[config.mk]
export PLATFORM = sky130hd
export DESIGN_NAME = mlp_load_sequencer
export DESIGN_NICKNAME = d
export VERILOG_FILES = /design/src/rtl/mlp_load_sequencer.sv
export SDC_FILE = /design/constraint.sdc
export NUM_CORES = 1
export LEC_CHECK = 0
export CORE_ASPECT_RATIO = 1.4
export CORE_MARGIN = 3
export CORE_UTILIZATION = 50
export DETAILED_ROUTE_END_ITERATION = 10
export HOLD_SLACK_MARGIN = 0.1
export PLACE_DENSITY = 0.85
export SLEW_MARGIN = 30
export SYNTH_ARGS = -nofsm -noshare
export SYNTH_HDL_FRONTEND = slang
export SYNTH_SLANG_ARGS = --single-unit
[constraint.sdc]
create_clock -name clk -period 4.2 [get_ports clk]
set_input_delay 1.05 -clock clk [delete_from_list [all_inputs] [get_ports clk]]
set_output_delay 1.05 -clock clk [all_outputs]
set_load 0.005 [all_outputs]
[src/rtl/mlp_load_sequencer.sv]
// mlp_load_sequencer
// Front-end controller for the MLP accelerator. Takes the packed DRAM word
// stream (ifmap, weights, bias for each of two steps), steers every accepted
// word to the matching global buffer with a registered strobe/address/data,
// kicks the PE array after each step's bias segment and reports job done.
// Optional build macro: SEQ_TIMEOUT_EN adds a RUN-state watchdog that sets
// the sticky err flag and abandons the job after TIMEOUT_CYCLES.
module mlp_load_sequencer #(
    parameter int DATA_W         = 32,
    parameter int IF_WORDS       = 16,
    parameter int W_WORDS        = 1024,
    parameter int B_WORDS        = 64,
    parameter int TIMEOUT_CYCLES = 4096
) (
    input  logic                         clk,
    input  logic                         rst,
    input  logic                         mode,
    input  logic                         start,
    input  logic                         abort,
    input  logic                         in_valid,
    output logic                         in_ready,
    input  logic [DATA_W-1:0]            data_in,
    output logic                         ifmap_we,
    output logic                         weight_we,
    output logic                         bias_we,
    output logic [$clog2(IF_WORDS)-1:0]  ifmap_addr,
    output logic [$clog2(W_WORDS)-1:0]   weight_addr,
    output logic [$clog2(B_WORDS)-1:0]   bias_addr,
    output logic [DATA_W-1:0]            wdata,
    output logic                         mode_q,
    output logic                         step,
    output logic                         compute_start,
    input  logic                         compute_done,
    output logic                         busy,
    output logic                         done,
    output logic                         err
);

    localparam int IF_AW = $clog2(IF_WORDS);
    localparam int W_AW  = $clog2(W_WORDS);
    localparam int B_AW  = $clog2(B_WORDS);
    localparam int MX_AW = (IF_AW > B_AW) ? IF_AW : B_AW;
    localparam int CNT_W = (W_AW > MX_AW) ? W_AW : MX_AW;

    localparam logic [CNT_W-1:0] IF_LAST = CNT_W'(IF_WORDS - 1);
    localparam logic [CNT_W-1:0] W_LAST  = CNT_W'(W_WORDS - 1);
    localparam logic [CNT_W-1:0] B_LAST  = CNT_W'(B_WORDS - 1);

    typedef enum logic [2:0] {
        ST_IDLE  = 3'd0,
        ST_LD_IF = 3'd1,
        ST_LD_W  = 3'd2,
        ST_LD_B  = 3'd3,
        ST_KICK  = 3'd4,
        ST_RUN   = 3'd5
    } state_t;

    state_t              state_r, next_state_s;
    logic [CNT_W-1:0]    seg_cnt_r, seg_cnt_s;
    logic                step_r, step_s;
    logic                in_ready_r, busy_r, done_r, compute_start_r, mode_q_r;
    logic                ifmap_we_r, weight_we_r, bias_we_r;
    logic [IF_AW-1:0]    ifmap_addr_r;
    logic [W_AW-1:0]     weight_addr_r;
    logic [B_AW-1:0]     bias_addr_r;
    logic [DATA_W-1:0]   wdata_r;
    logic                word_s, accept_s, if_wr_s, w_wr_s, b_wr_s;
    logic                kick_s, done_s, job_start_s;

    // in_ready is a register driven from the state only, so this is the handshake
    assign word_s = in_valid && in_ready_r;

`ifdef SEQ_TIMEOUT_EN
    localparam int TO_W = (TIMEOUT_CYCLES > 1) ? $clog2(TIMEOUT_CYCLES) : 1;
    localparam logic [TO_W-1:0] TO_LAST = TO_W'(TIMEOUT_CYCLES - 1);
    logic [TO_W-1:0]     run_cnt_r;
    logic                timeout_s;
    logic                err_r;
`endif

    // Next-state, segment counter and write-strobe decode; abort overrides all
    always_comb begin
        next_state_s = state_r;
        seg_cnt_s    = seg_cnt_r;
        step_s       = step_r;
        accept_s     = 1'b0;
        if_wr_s      = 1'b0;
        w_wr_s       = 1'b0;
        b_wr_s       = 1'b0;
        kick_s       = 1'b0;
        done_s       = 1'b0;
        job_start_s  = 1'b0;
`ifdef SEQ_TIMEOUT_EN
        timeout_s    = 1'b0;
`endif
        if (abort) begin
            next_state_s = ST_IDLE;
            seg_cnt_s    = '0;
            step_s       = 1'b0;
        end else begin
            case (state_r)
                ST_IDLE: begin
                    // the cycle carrying done is not a legal start cycle
                    if (start && !done_r) begin
                        job_start_s  = 1'b1;
                        step_s       = 1'b0;
                        seg_cnt_s    = '0;
                        next_state_s = ST_LD_IF;
                    end else begin
                        next_state_s = ST_IDLE;
                    end
                end
                ST_LD_IF: begin
                    if (word_s) begin
                        accept_s = 1'b1;
                        if_wr_s  = 1'b1;
                        if (seg_cnt_r == IF_LAST) begin
                            seg_cnt_s    = '0;
                            next_state_s = ST_LD_W;
                        end else begin
                            seg_cnt_s = seg_cnt_r + 1'b1;
                        end
                    end else begin
                        seg_cnt_s = seg_cnt_r;
                    end
                end
                ST_LD_W: begin
                    if (word_s) begin
                        accept_s = 1'b1;
                        w_wr_s   = 1'b1;
                        if (seg_cnt_r == W_LAST) begin
                            seg_cnt_s    = '0;
                            next_state_s = ST_LD_B;
                        end else begin
                            seg_cnt_s = seg_cnt_r + 1'b1;
                        end
                    end else begin
                        seg_cnt_s = seg_cnt_r;
                    end
                end
                ST_LD_B: begin
                    if (word_s) begin
                        accept_s = 1'b1;
                        b_wr_s   = 1'b1;
                        if (seg_cnt_r == B_LAST) begin
                            seg_cnt_s    = '0;
                            kick_s       = 1'b1;
                            next_state_s = ST_KICK;
                        end else begin
                            seg_cnt_s = seg_cnt_r + 1'b1;
                        end
                    end else begin
                        seg_cnt_s = seg_cnt_r;
                    end
                end
                ST_KICK: begin
                    next_state_s = ST_RUN;
                end
                ST_RUN: begin
                    if (compute_done) begin
                        if (!step_r) begin
                            step_s       = 1'b1;
                            next_state_s = ST_LD_IF;
                        end else begin
                            done_s       = 1'b1;
                            step_s       = 1'b0;
                            next_state_s = ST_IDLE;
                        end
                    end
`ifdef SEQ_TIMEOUT_EN
                    else if (run_cnt_r == TO_LAST) begin
                        timeout_s    = 1'b1;
                        step_s       = 1'b0;
                        next_state_s = ST_IDLE;
                    end
`endif
                    else begin
                        next_state_s = ST_RUN;
                    end
                end
                default: begin
                    next_state_s = ST_IDLE;
                    seg_cnt_s    = '0;
                    step_s       = 1'b0;
                end
            endcase
        end
    end

    // State, counters and all externally visible control outputs
    always_ff @(posedge clk or negedge rst) begin
        if (!rst) begin
            state_r         <= ST_IDLE;
            seg_cnt_r       <= '0;
            step_r          <= 1'b0;
            in_ready_r      <= 1'b0;
            busy_r          <= 1'b0;
            done_r          <= 1'b0;
            compute_start_r <= 1'b0;
            mode_q_r        <= 1'b0;
            ifmap_we_r      <= 1'b0;
            weight_we_r     <= 1'b0;
            bias_we_r       <= 1'b0;
        end else begin
            state_r         <= next_state_s;
            seg_cnt_r       <= seg_cnt_s;
            step_r          <= step_s;
            in_ready_r      <= (next_state_s == ST_LD_IF) || (next_state_s == ST_LD_W) ||
                               (next_state_s == ST_LD_B);
            busy_r          <= (next_state_s != ST_IDLE);
            done_r          <= done_s;
            compute_start_r <= kick_s;
            ifmap_we_r      <= if_wr_s;
            weight_we_r     <= w_wr_s;
            bias_we_r       <= b_wr_s;
            if (job_start_s) begin
                mode_q_r <= mode;
            end
        end
    end

    // Write address/data capture; the address is the segment counter at acceptance
    always_ff @(posedge clk or negedge rst) begin
        if (!rst) begin
            ifmap_addr_r  <= '0;
            weight_addr_r <= '0;
            bias_addr_r   <= '0;
            wdata_r       <= '0;
        end else begin
            if (accept_s) begin
                wdata_r <= data_in;
            end
            if (if_wr_s) begin
                ifmap_addr_r <= seg_cnt_r[IF_AW-1:0];
            end
            if (w_wr_s) begin
                weight_addr_r <= seg_cnt_r[W_AW-1:0];
            end
            if (b_wr_s) begin
                bias_addr_r <= seg_cnt_r[B_AW-1:0];
            end
        end
    end

`ifdef SEQ_TIMEOUT_EN
    // RUN-cycle watchdog counter (held at zero outside RUN) and sticky error flag
    always_ff @(posedge clk or negedge rst) begin
        if (!rst) begin
            run_cnt_r <= '0;
            err_r     <= 1'b0;
        end else begin
            if (state_r == ST_RUN) begin
                run_cnt_r <= run_cnt_r + 1'b1;
            end else begin
                run_cnt_r <= '0;
            end
            if (job_start_s) begin
                err_r <= 1'b0;
            end else if (timeout_s) begin
                err_r <= 1'b1;
            end
        end
    end

    assign err = err_r;
`else
    assign err = 1'b0;
`endif

    assign in_ready      = in_ready_r;
    assign busy          = busy_r;
    assign done          = done_r;
    assign compute_start = compute_start_r;
    assign mode_q        = mode_q_r;
    assign step          = step_r;
    assign ifmap_we      = ifmap_we_r;
    assign weight_we     = weight_we_r;
    assign bias_we       = bias_we_r;
    assign ifmap_addr    = ifmap_addr_r;
    assign weight_addr   = weight_addr_r;
    assign bias_addr     = bias_addr_r;
    assign wdata         = wdata_r;

endmodule

# Word-level counts from Yosys, hierarchy flattened
# Index checks and enable logic that the tools add are counted.
[op_classes] n_addsub=1 n_eq_ne=18 mux=45 reduce_logical=12
[op_table] cell="two-way mux 10 bit" n=8
[op_table] cell="one-hot mux 10 bit (5 select lines)" n=1
[op_table] cell="two-way mux 1 bit" n=26
[op_table] cell="two-way mux 3 bit" n=8
[op_table] cell="one-hot mux 3 bit (6 select lines)" n=1
[op_table] cell="!= test 3 bit (second input constant)" n=5
[op_table] cell="== test 3 x 2 -> 1 bit (second input constant)" n=4
[op_table] cell="adder 10 x 1 -> 10 bit (second input constant)" n=1
[op_table] cell="== test 10 bit (second input constant)" n=1
[op_table] cell="== test 10 x 4 -> 1 bit (second input constant)" n=1
[op_table] cell="== test 10 x 6 -> 1 bit (second input constant)" n=1
[op_table] cell="== test 3 x 1 -> 1 bit (second input constant)" n=2
[op_table] cell="== test 3 bit (second input constant)" n=2
[op_table] cell="AND reduction 5 bit" n=1
[op_table] cell="!= test 2 x 1 -> 1 bit (second input constant)" n=2
[op_table] cell="OR reduction 4 bit" n=1
[op_table] cell="logical NOT 3 bit" n=1
[op_table] cell="one-hot mux 1 bit (3 select lines)" n=1
[op_table] cell="AND reduction 3 bit" n=1
[op_table] cell="nonzero test 3 bit" n=1
[op_table] cell="OR reduction 3 bit" n=1
[op_table] cell="logical AND 1 bit" n=2
[op_table] cell="logical OR 1 bit" n=2
[op_table] cell="OR reduction 2 bit" n=1
[op_table] cell="logical NOT 1 bit" n=1
[word_totals] register_bits=74 inputBits=39 wordCells=91

# Longest topological paths before layout
[logic_depth] word_depth=8 ltp_mapped=7 depth_no_buf=6

# Least setup slack after synthesis
# OpenSTA, ideal clock, no wires.
[synth_timing] kind="input to register" startpoint="input port abort" endpoint="register wdata_r[10] (netlist: wdata[10])" t_arrival_ns=2.251 required_ns=4.075 setup_slack_ns=1.824 cell_stages=4 path_buffers=2 cell_sequence="clkbuf_1 -> nor4_2 -> buf_2 -> mux2_2"
[synth_between] elab_chain_cells=1
[synth_rtl] element="start: declaration" line="19" rtl="input logic abort,"
[synth_rtl] element="two-way mux 1 bit" line="96" rtl="if (abort) begin"
[synth_rtl] element="end signal: assignment" line="231" rtl="wdata_r <= data_in;"
[synth_rtl] element="end: declaration" line="66" rtl="logic [DATA_W-1:0] wdata_r;"
# No other way between the ends.
# A chain may end at the register's enable or synchronous reset.

# Worst setup path in the final report
[layout_timing] startpoint="input port in_valid" endpoint="register seg_cnt_r[9]"
[layout_between] elab_chain_cells=3
[layout_rtl] element="start: declaration" line="20" rtl="input logic in_valid,"
[layout_rtl] element="logical AND 1 bit (*)" line="71" rtl="assign word_s = in_valid && in_ready_r;"
[layout_rtl] element="!= test 3 bit (no line)"
[layout_rtl] element="AND reduction 5 bit (no line) (*)"
[layout_rtl] element="end signal: assignment" line="206" rtl="seg_cnt_r <= seg_cnt_s;"
[layout_rtl] element="end: declaration" line="59" rtl="logic [CNT_W-1:0] seg_cnt_r, seg_cnt_s;"
# Mark *: on every way between the ends. The rest lies on a longest branch, timed or not.

==> results.md <==
Yosys:
- The unique cell type count in the Yosys netlist is 46.
- The share of the Yosys chip area taken by registers is 58.0%.
- The most used flip-flop cell after synthesis is sky130_fd_sc_hd__dfrtp_1.
- Summing every instance area after synthesis gives 3190 sq um.
- The number of nets produced by synthesis is 295.
- After synthesis the netlist holds a flip-flop and latch count of 74.
- The synthesized design contains 0 enable-type register cells.
- Synthesis produced a netlist whose cell count is 255.
- The synthesized area per cell is 12.5 sq um.
- Yosys printed 0 warnings.
- The fraction of registers with async set/reset is 100%.

Floorplan:
- The die span in x is 73.5 microns.
- The die boundary height is 101 microns.
- The boundary pin count is 101.
- The core footprint is 6030 sq um.
- Once the floorplan was initialized, standard cells occupied 52.9% of the core.
- The row count is 33.
- The die outline area is 7390 sq um.

Critical path:
- The worst setup path is of the in -> reg kind.
- The kind of cell with the highest combined delay on the critical path is compound AO/OA/AOI/OAI gates.
- The startpoint type of the worst setup path is an input pin.
- In this run the worst path has a maximum fanout of 12.
- In this run the worst setup path begins at in_valid.
- The depth of the most critical reg-to-reg path is 5.
- The arrival time of data at the critical path endpoint is 3.04 ns.
- Setup slack on the worst reg-to-reg path comes out at 1.80 ns.
- The sum of buffers and inverters on the critical path is 1.
- The worst register-to-register path ends at seg_cnt_r[9].
- The peak per-stage delay on the critical path is 0.78 ns.
- STA puts the critical path data required time at 4.43 ns.
- The startpoint identified for the worst register-to-register timing path is state_r[1].
- The critical path goes through clkdlybuf4s50_1, nand2_1, a22oi_1, a21oi_1, nand2b_1, o22ai_1.
- The cell at the slowest stage of the critical path is sky130_fd_sc_hd__a21oi_1.
- The kind of end point of the critical path is a flip-flop.

GRT:
- The overflow left after global routing is 0.
- The largest net degree at the start of global routing is 75.
- The via count of the first global-routing pass is 2433.
- The number of antenna violations at the first check in global routing is 0.
- The first-pass GRT wire length is 12100 microns.
- The global routing usage summed across all routing layers is 21.4%.

Clock network:
- The tree is rooted in a sky130_fd_sc_hd__clkbuf_8.
- In this run the number of H-tree levels came out at 3.
- The number of clock buffers added by TritonCTS is 9.
- The CTS sink count is 74.
- The number of setup buffers added after CTS is 0.
- In this run, post-CTS repair resized a total of 0 instances.
- The clock passes through at most 2 buffers.
- The number of hold buffers added after cts is 0.
- After clock tree synthesis, the clock-pin slew on the worst setup and hold paths is 0.08 ns.
- At the later pin of the worst-skew pair, clock insertion delay measures 0.35 ns.
- TritonCTS built the clock tree.

Placement:
- The placed instances occupy a cell area of 4210 sq um.
- Input and output buffers added on the ports amount to 99.
- The placed cell count is 411.
- Once detailed placement completed, the half-perimeter wirelength came to 5430 microns.
- Routability-driven placement finished with a final weighted congestion of 0.900.

Cells and area:
- The final-layout fill cell count is 397.
- After the last flow step, the layout net total stands at 392.
- Of the cells placed in the final design, the portion with a size suffix greater than 1 is 20.4%.
- The number of antenna diodes is 0.
- Cells fill 73.8% of the core in the end.
- The filler-free cell count of the finished design is 427.
- The area added between synthesis and finish is 39.4%.
- Once layout is done, the placed cells without fillers occupy 4450 sq um.

STA:
- The worst slew margin relative to its limit is 34.8%.
- Setup repair after global routing left no endpoint under its margin.
- The clock period minus final worst setup slack is 2.81 ns.
- The maximum frequency from static timing analysis is 0.356 GHz.
- The transition time of the tightest slew-check pin is 0.978 ns.
- After layout, the worst path uses 66.8% of the clock period.
- After routing, the total negative slack on setup checks comes to 0 ns.
- The final worst clock skew is 0.00847 ns.
- The final count of negative-setup-slack endpoints is 0.
- The number of hold violations in the final report is 0.
- The number of max-slew violations in the final report is 0.

Pwr:
- For this design the static power due to leakage is 1.97 nW.
- The power density over the cells is 413 nW/um^2.
- The largest voltage drop on the vdd net is 0.251 mV.

Min path:
- The class of the worst hold path is reg -> reg.
- The terminating pin of the worst hold path is weight_addr[5].
- Along the worst hold path, the cell count comes to 2.
- The beginning of the worst hold path is weight_addr[5].

Routing:
- The DRC violation total after the first TritonRoute iteration is 116.
- Wires add up to 7570 microns.
- The post-detailed-route count of antenna-violating nets is 0.
- The via density per instance is 5.67.
- The remaining design rule violation count is 0.
- The total number of vias is 2420.
- After detailed routing, the average wire length per cell comes to 17.7 microns.
- The number of search-and-repair iterations in the first detailed-routing pass is 4.

Flow run:
- Max-cap violations in this run came to 0.

Run status:
- The flow ran to the end, and the final reports show no timing, DRC or antenna violations.
## worst max path at each step
stage                               to  slack (ns)  depth (start not counted)
after floorplan              wdata[10]        1.82                          4
after global placement    seg_cnt_r[5]        1.19                          6
after detailed placement  seg_cnt_r[9]        1.09                          6
after CTS                 seg_cnt_r[9]        1.43                          6
after global routing      seg_cnt_r[6]        1.29                          6
final                     seg_cnt_r[9]        1.39                          6
## metrics by stage
step	hold WS [ns]	setup slack [ns]	power (mW)
after floorplan	0.473	1.82	0.966
after global placement	0.466	1.19	1.20
after detailed placement	0.478	1.09	1.22
after CTS	0.504	1.43	1.86
after global routing	0.524	1.29	1.92
final	0.498	1.39	1.84
## tightest hold or removal path: stages (launching register included)
cell and delay [ns]:
sky130_fd_sc_hd__dfrtp_1 0.35, sky130_fd_sc_hd__nand2_1 0.05, sky130_fd_sc_hd__o21ai_0 0.06
## logic make-up after synthesis
kind of cell / share of synthesized area (%)
flops: 58.0
simple gates: 11.7
mux: 18.0
compound gates: 8.66
buf+inv: 3.10
fa+ha+maj: 0.392
other cells: 0.117
## final cells by class
type | count | area (sq um) | share of cell area (%)
Inverter | 7 | 26.3 | 0.590
Sequential cell | 74 | 1850 | 41.6
Tap cell | 70 | 87.6 | 1.97
Clock buffer | 10 | 138 | 3.09
Multi-Input combinational cell | 160 | 1250 | 28.1
Timing Repair Buffer | 100 | 1000 | 22.5
Clock inverter | 6 | 97.6 | 2.19
## layer usage
layer  GRT usage [%]  part of all wire, %  wire [microns]
met4            8.51                 0.86              65
met5               0                    0               0
met3            6.39                  8.8             665
met1            25.6                   39            2960
met2            35.7                   51            3870
## power by group
group | switching [mW] | internal [mW] | leakage (nW)
logic | 0.109 | 0.244 | 0.866
clock network | 0.278 | 0.359 | 0.119
registers | 0.0475 | 0.800 | 0.981
total | 0.435 | 1.40 | 1.97
## cells in the mapped netlist, drive strengths merged, types with 2 or more instances
master,count,area [sq um]
dfrtp,74,1850
mux2,51,574
nand2,16,60.1
buf,11,60.1
nor2,10,40.0
nand3,9,45.0
nor2b,8,50.1
a21oi,7,35.0
inv,7,26.3
nor3,6,30.0
o21ai,6,30.0
and3,4,25.0
nand2b,4,25.0
a22oi,3,22.5
clkbuf,3,12.5
nand4,3,18.8
nor4,3,40.0
a211oi,2,15.0
a22o,2,17.5
a31oi,2,12.5
and4,2,17.5
o2111ai,2,17.5
o21a,2,15.0
o22ai,2,12.5
o31ai,2,15.0
## sequential cells by signal (all words and copies together), names as in the netlist
register	count
weight_we	1
bias_addr	6
seg_cnt_r	10
compute_start	1
weight_addr	10
bias_we	1
done	1
in_ready	1
wdata	32
busy	1
ifmap_we	1
mode_q	1
state_r	3
step	1
ifmap_addr	4
## layout by cell type (no fill, tap or decap), types with 6 or more instances in the layout
cell                              netlist  routed
sky130_fd_sc_hd__clkdlybuf4s50_1        0      98
sky130_fd_sc_hd__nor3_1                 6       6
sky130_fd_sc_hd__nand3_1                9       9
sky130_fd_sc_hd__a21oi_1                7       7
sky130_fd_sc_hd__nor2b_1                8       8
sky130_fd_sc_hd__dfrtp_1               74      74
sky130_fd_sc_hd__mux2_2                50      50
sky130_fd_sc_hd__nand2_1               16      16
sky130_fd_sc_hd__nor2_1                 9       9
sky130_fd_sc_hd__clkbuf_8               0      10
sky130_fd_sc_hd__inv_1                  7       7
Power figures use the tool's default switching activity.
==> variant: new RTL, same flow settings <==
Change the parameter `W_WORDS` from 1024 to 512.
--- a/src/rtl/mlp_load_sequencer.sv
+++ b/src/rtl/mlp_load_sequencer.sv
@@ -10,3 +10,3 @@
     parameter int IF_WORDS       = 16,
-    parameter int W_WORDS        = 1024,
+    parameter int W_WORDS        = 512,
     parameter int B_WORDS        = 64,
Interface: changed (resized weight_addr); port bits go from 101 to 100. No check against the original RTL was run, so the function may have changed too.
==> variant against the unedited design <==
  * Synthesized area down 3.1%
  * Via count decreased by 4.5%
  * Cell area decreased by 1.9%
  * Cell count down 3.7%
  * Core utilization fell by 0.36 points
  * Die area shrank 2.9%
  * Sequential cell count shrank 2
  * Count of clock-buffer cells in the layout unchanged
  * Clock power is 9.3% lower
  * Register-to-register slack got worse by 540 ps
  * Total power shrank 2.3%
  * Worst setup slack lost 240 ps
  * Fmax is 8.0% lower
  * Largest cell class unchanged
  * Wire length fell by 7.4%
==> variant: results (changes against the unedited design) <==
The run finished with clean final reports. The final weighted congestion in routability-driven placement came out at 0.815 (-9.4%). The number of nets at the end of the flow came out at 377 (-3.8%).

The count of input and output buffers was 98 (-1.0%). The buffers inserted during post-CTS setup optimization came out at 0 (unchanged). The post-synth net total came out at 274 (-7.1%). The largest fanout on the critical path is 35 (+23). The total leakage power is 1.94 nW (-1.3%). The first-iteration detailed-routing DRC count is 163 (+41%). The average wire per cell in the routed design came out at 17.0 um (-3.8%). The average cell area after synthesis came to 13.3 um2 (+6.1%).

The utilization of the core after routing came to 0.735 (-0.00363). The routed wire length came out at 7010 um (-7.4%). The setup clock skew after layout is 9.32 ps (+0.849 ps). The depth of the worst register-to-register path came out at 10 (+5).

The maximum number of pins on one net before global-route repair came out at 73 (-2.7%). The root buffer cell chosen for the clock tree is sky130_fd_sc_hd__clkbuf_8. The largest voltage drop on the vdd net came out at 0.308 mV (+23%). The adder-cell share of the synthesized area came out at 0.00809 (+0.00417). The share of cells above drive strength 1 was 0.255 (+0.0507).

The number of gates resized after cts came out at 0 (unchanged). The mux cell area share after synthesis is 0.196 (+0.0163). The worst slew slack as a fraction of its limit came out at 0.487 (+0.139). The complex-gate fraction of the synthesized area came to 0.0870 (+0.000341). The critical path ends at seg_cnt_r[7].

By area the synthesized netlist is led by sky130_fd_sc_hd__dfrtp_1 (58%), sky130_fd_sc_hd__mux2_2 (19%), sky130_fd_sc_hd__a22o_1 (1.7%), sky130_fd_sc_hd__nor2_1 (1.5%), sky130_fd_sc_hd__a31o_2 (1.4%). In this run the critical register-to-register path is captured at seg_cnt_r[5]. The data arrival at the endpoint of the critical path is 3310 ps (+270 ps).

The sequential area share after synthesis is 0.583 (+0.00236). The startpoint identified for the worst register-to-register timing path is seg_cnt_r[0]. The cell count after placement came out at 394 (-4.1%). By count the netlist is led by sky130_fd_sc_hd__dfrtp_1 (72), sky130_fd_sc_hd__mux2_2 (53), sky130_fd_sc_hd__nor2_1 (12), sky130_fd_sc_hd__a21oi_1 (8). The number of detailed-route iterations in the first pass is 4 (unchanged). The reg-to-reg setup timing slack is 1260 ps (-540 ps). The instance area at placement is 0.00413 mm2 (-2.0%). The global-route wire length before repair came to 12100 um (+0.29%).
==> variant: kinds of logic (layout without fill, tap and decap cells) <==
group	Yosys count	count (layout)
adder cells (fa/ha/maj)	2	2
AO/OA/AOI/OAI	37	37
multiplexers	54	54
flip-flops	72	72
buffers and inverters	12	120
AND/OR/NAND/NOR	55	55
other	1	1
==> variant: worst min path at each step <==
stage,endpoint,slack [ps],cells past startpoint
2_1_floorplan,seg_cnt_r[8],490,2
3_3_place_gp,wdata[21],490,1
3_5_place_dp,mode_q,500,1
4_1_cts,wdata[18],510,1
5_1_grt,wdata[18],520,1
6_report,wdata[16],510,1
==> variant: final cells by class <==
| cell class | instances | share of cell area |
|---|---|---|
| multi-input combinational | 149 | 0.282 |
| tap | 70 | 0.0201 |
| clock buffer | 10 | 0.0292 |
| inverter | 2 | 0.00172 |
| timing repair buffer | 102 | 0.235 |
| clock inverter | 6 | 0.0192 |
| sequential | 72 | 0.412 |
==> variant: metal layers <==
metal	up-vias	track usage	wire, um
li1	1056	-	-
met1	1144	0.254	2630
met2	94	0.355	3590
met3	16	0.0857	633
met4	0	0.0852	147
met5	-	0	0
==> variant: per-stage QoR <==
stage / hold WS (ps) / setup WS [ps]
floorplan: 486 / 1710
global placement: 487 / 828
detailed placement: 495 / 785
CTS: 509 / 1170
global route: 519 / 922
finish: 506 / 1150
==> variant: worst max-delay path: stages <==
cell and delay [ps]:
sky130_fd_sc_hd__clkdlybuf4s50_1 600, sky130_fd_sc_hd__nand2_2 140, sky130_fd_sc_hd__or4_4 740, sky130_fd_sc_hd__a21o_1 250, sky130_fd_sc_hd__or4_1 450, sky130_fd_sc_hd__o21ai_0 80
==> variant: report_power, final <==
group	switching, W	total [W]	internal (W)
clock	0.000246	0.000578	0.000332
combinational	0.000112	0.000375	0.000263
sequential	0.0000547	0.000842	0.000787
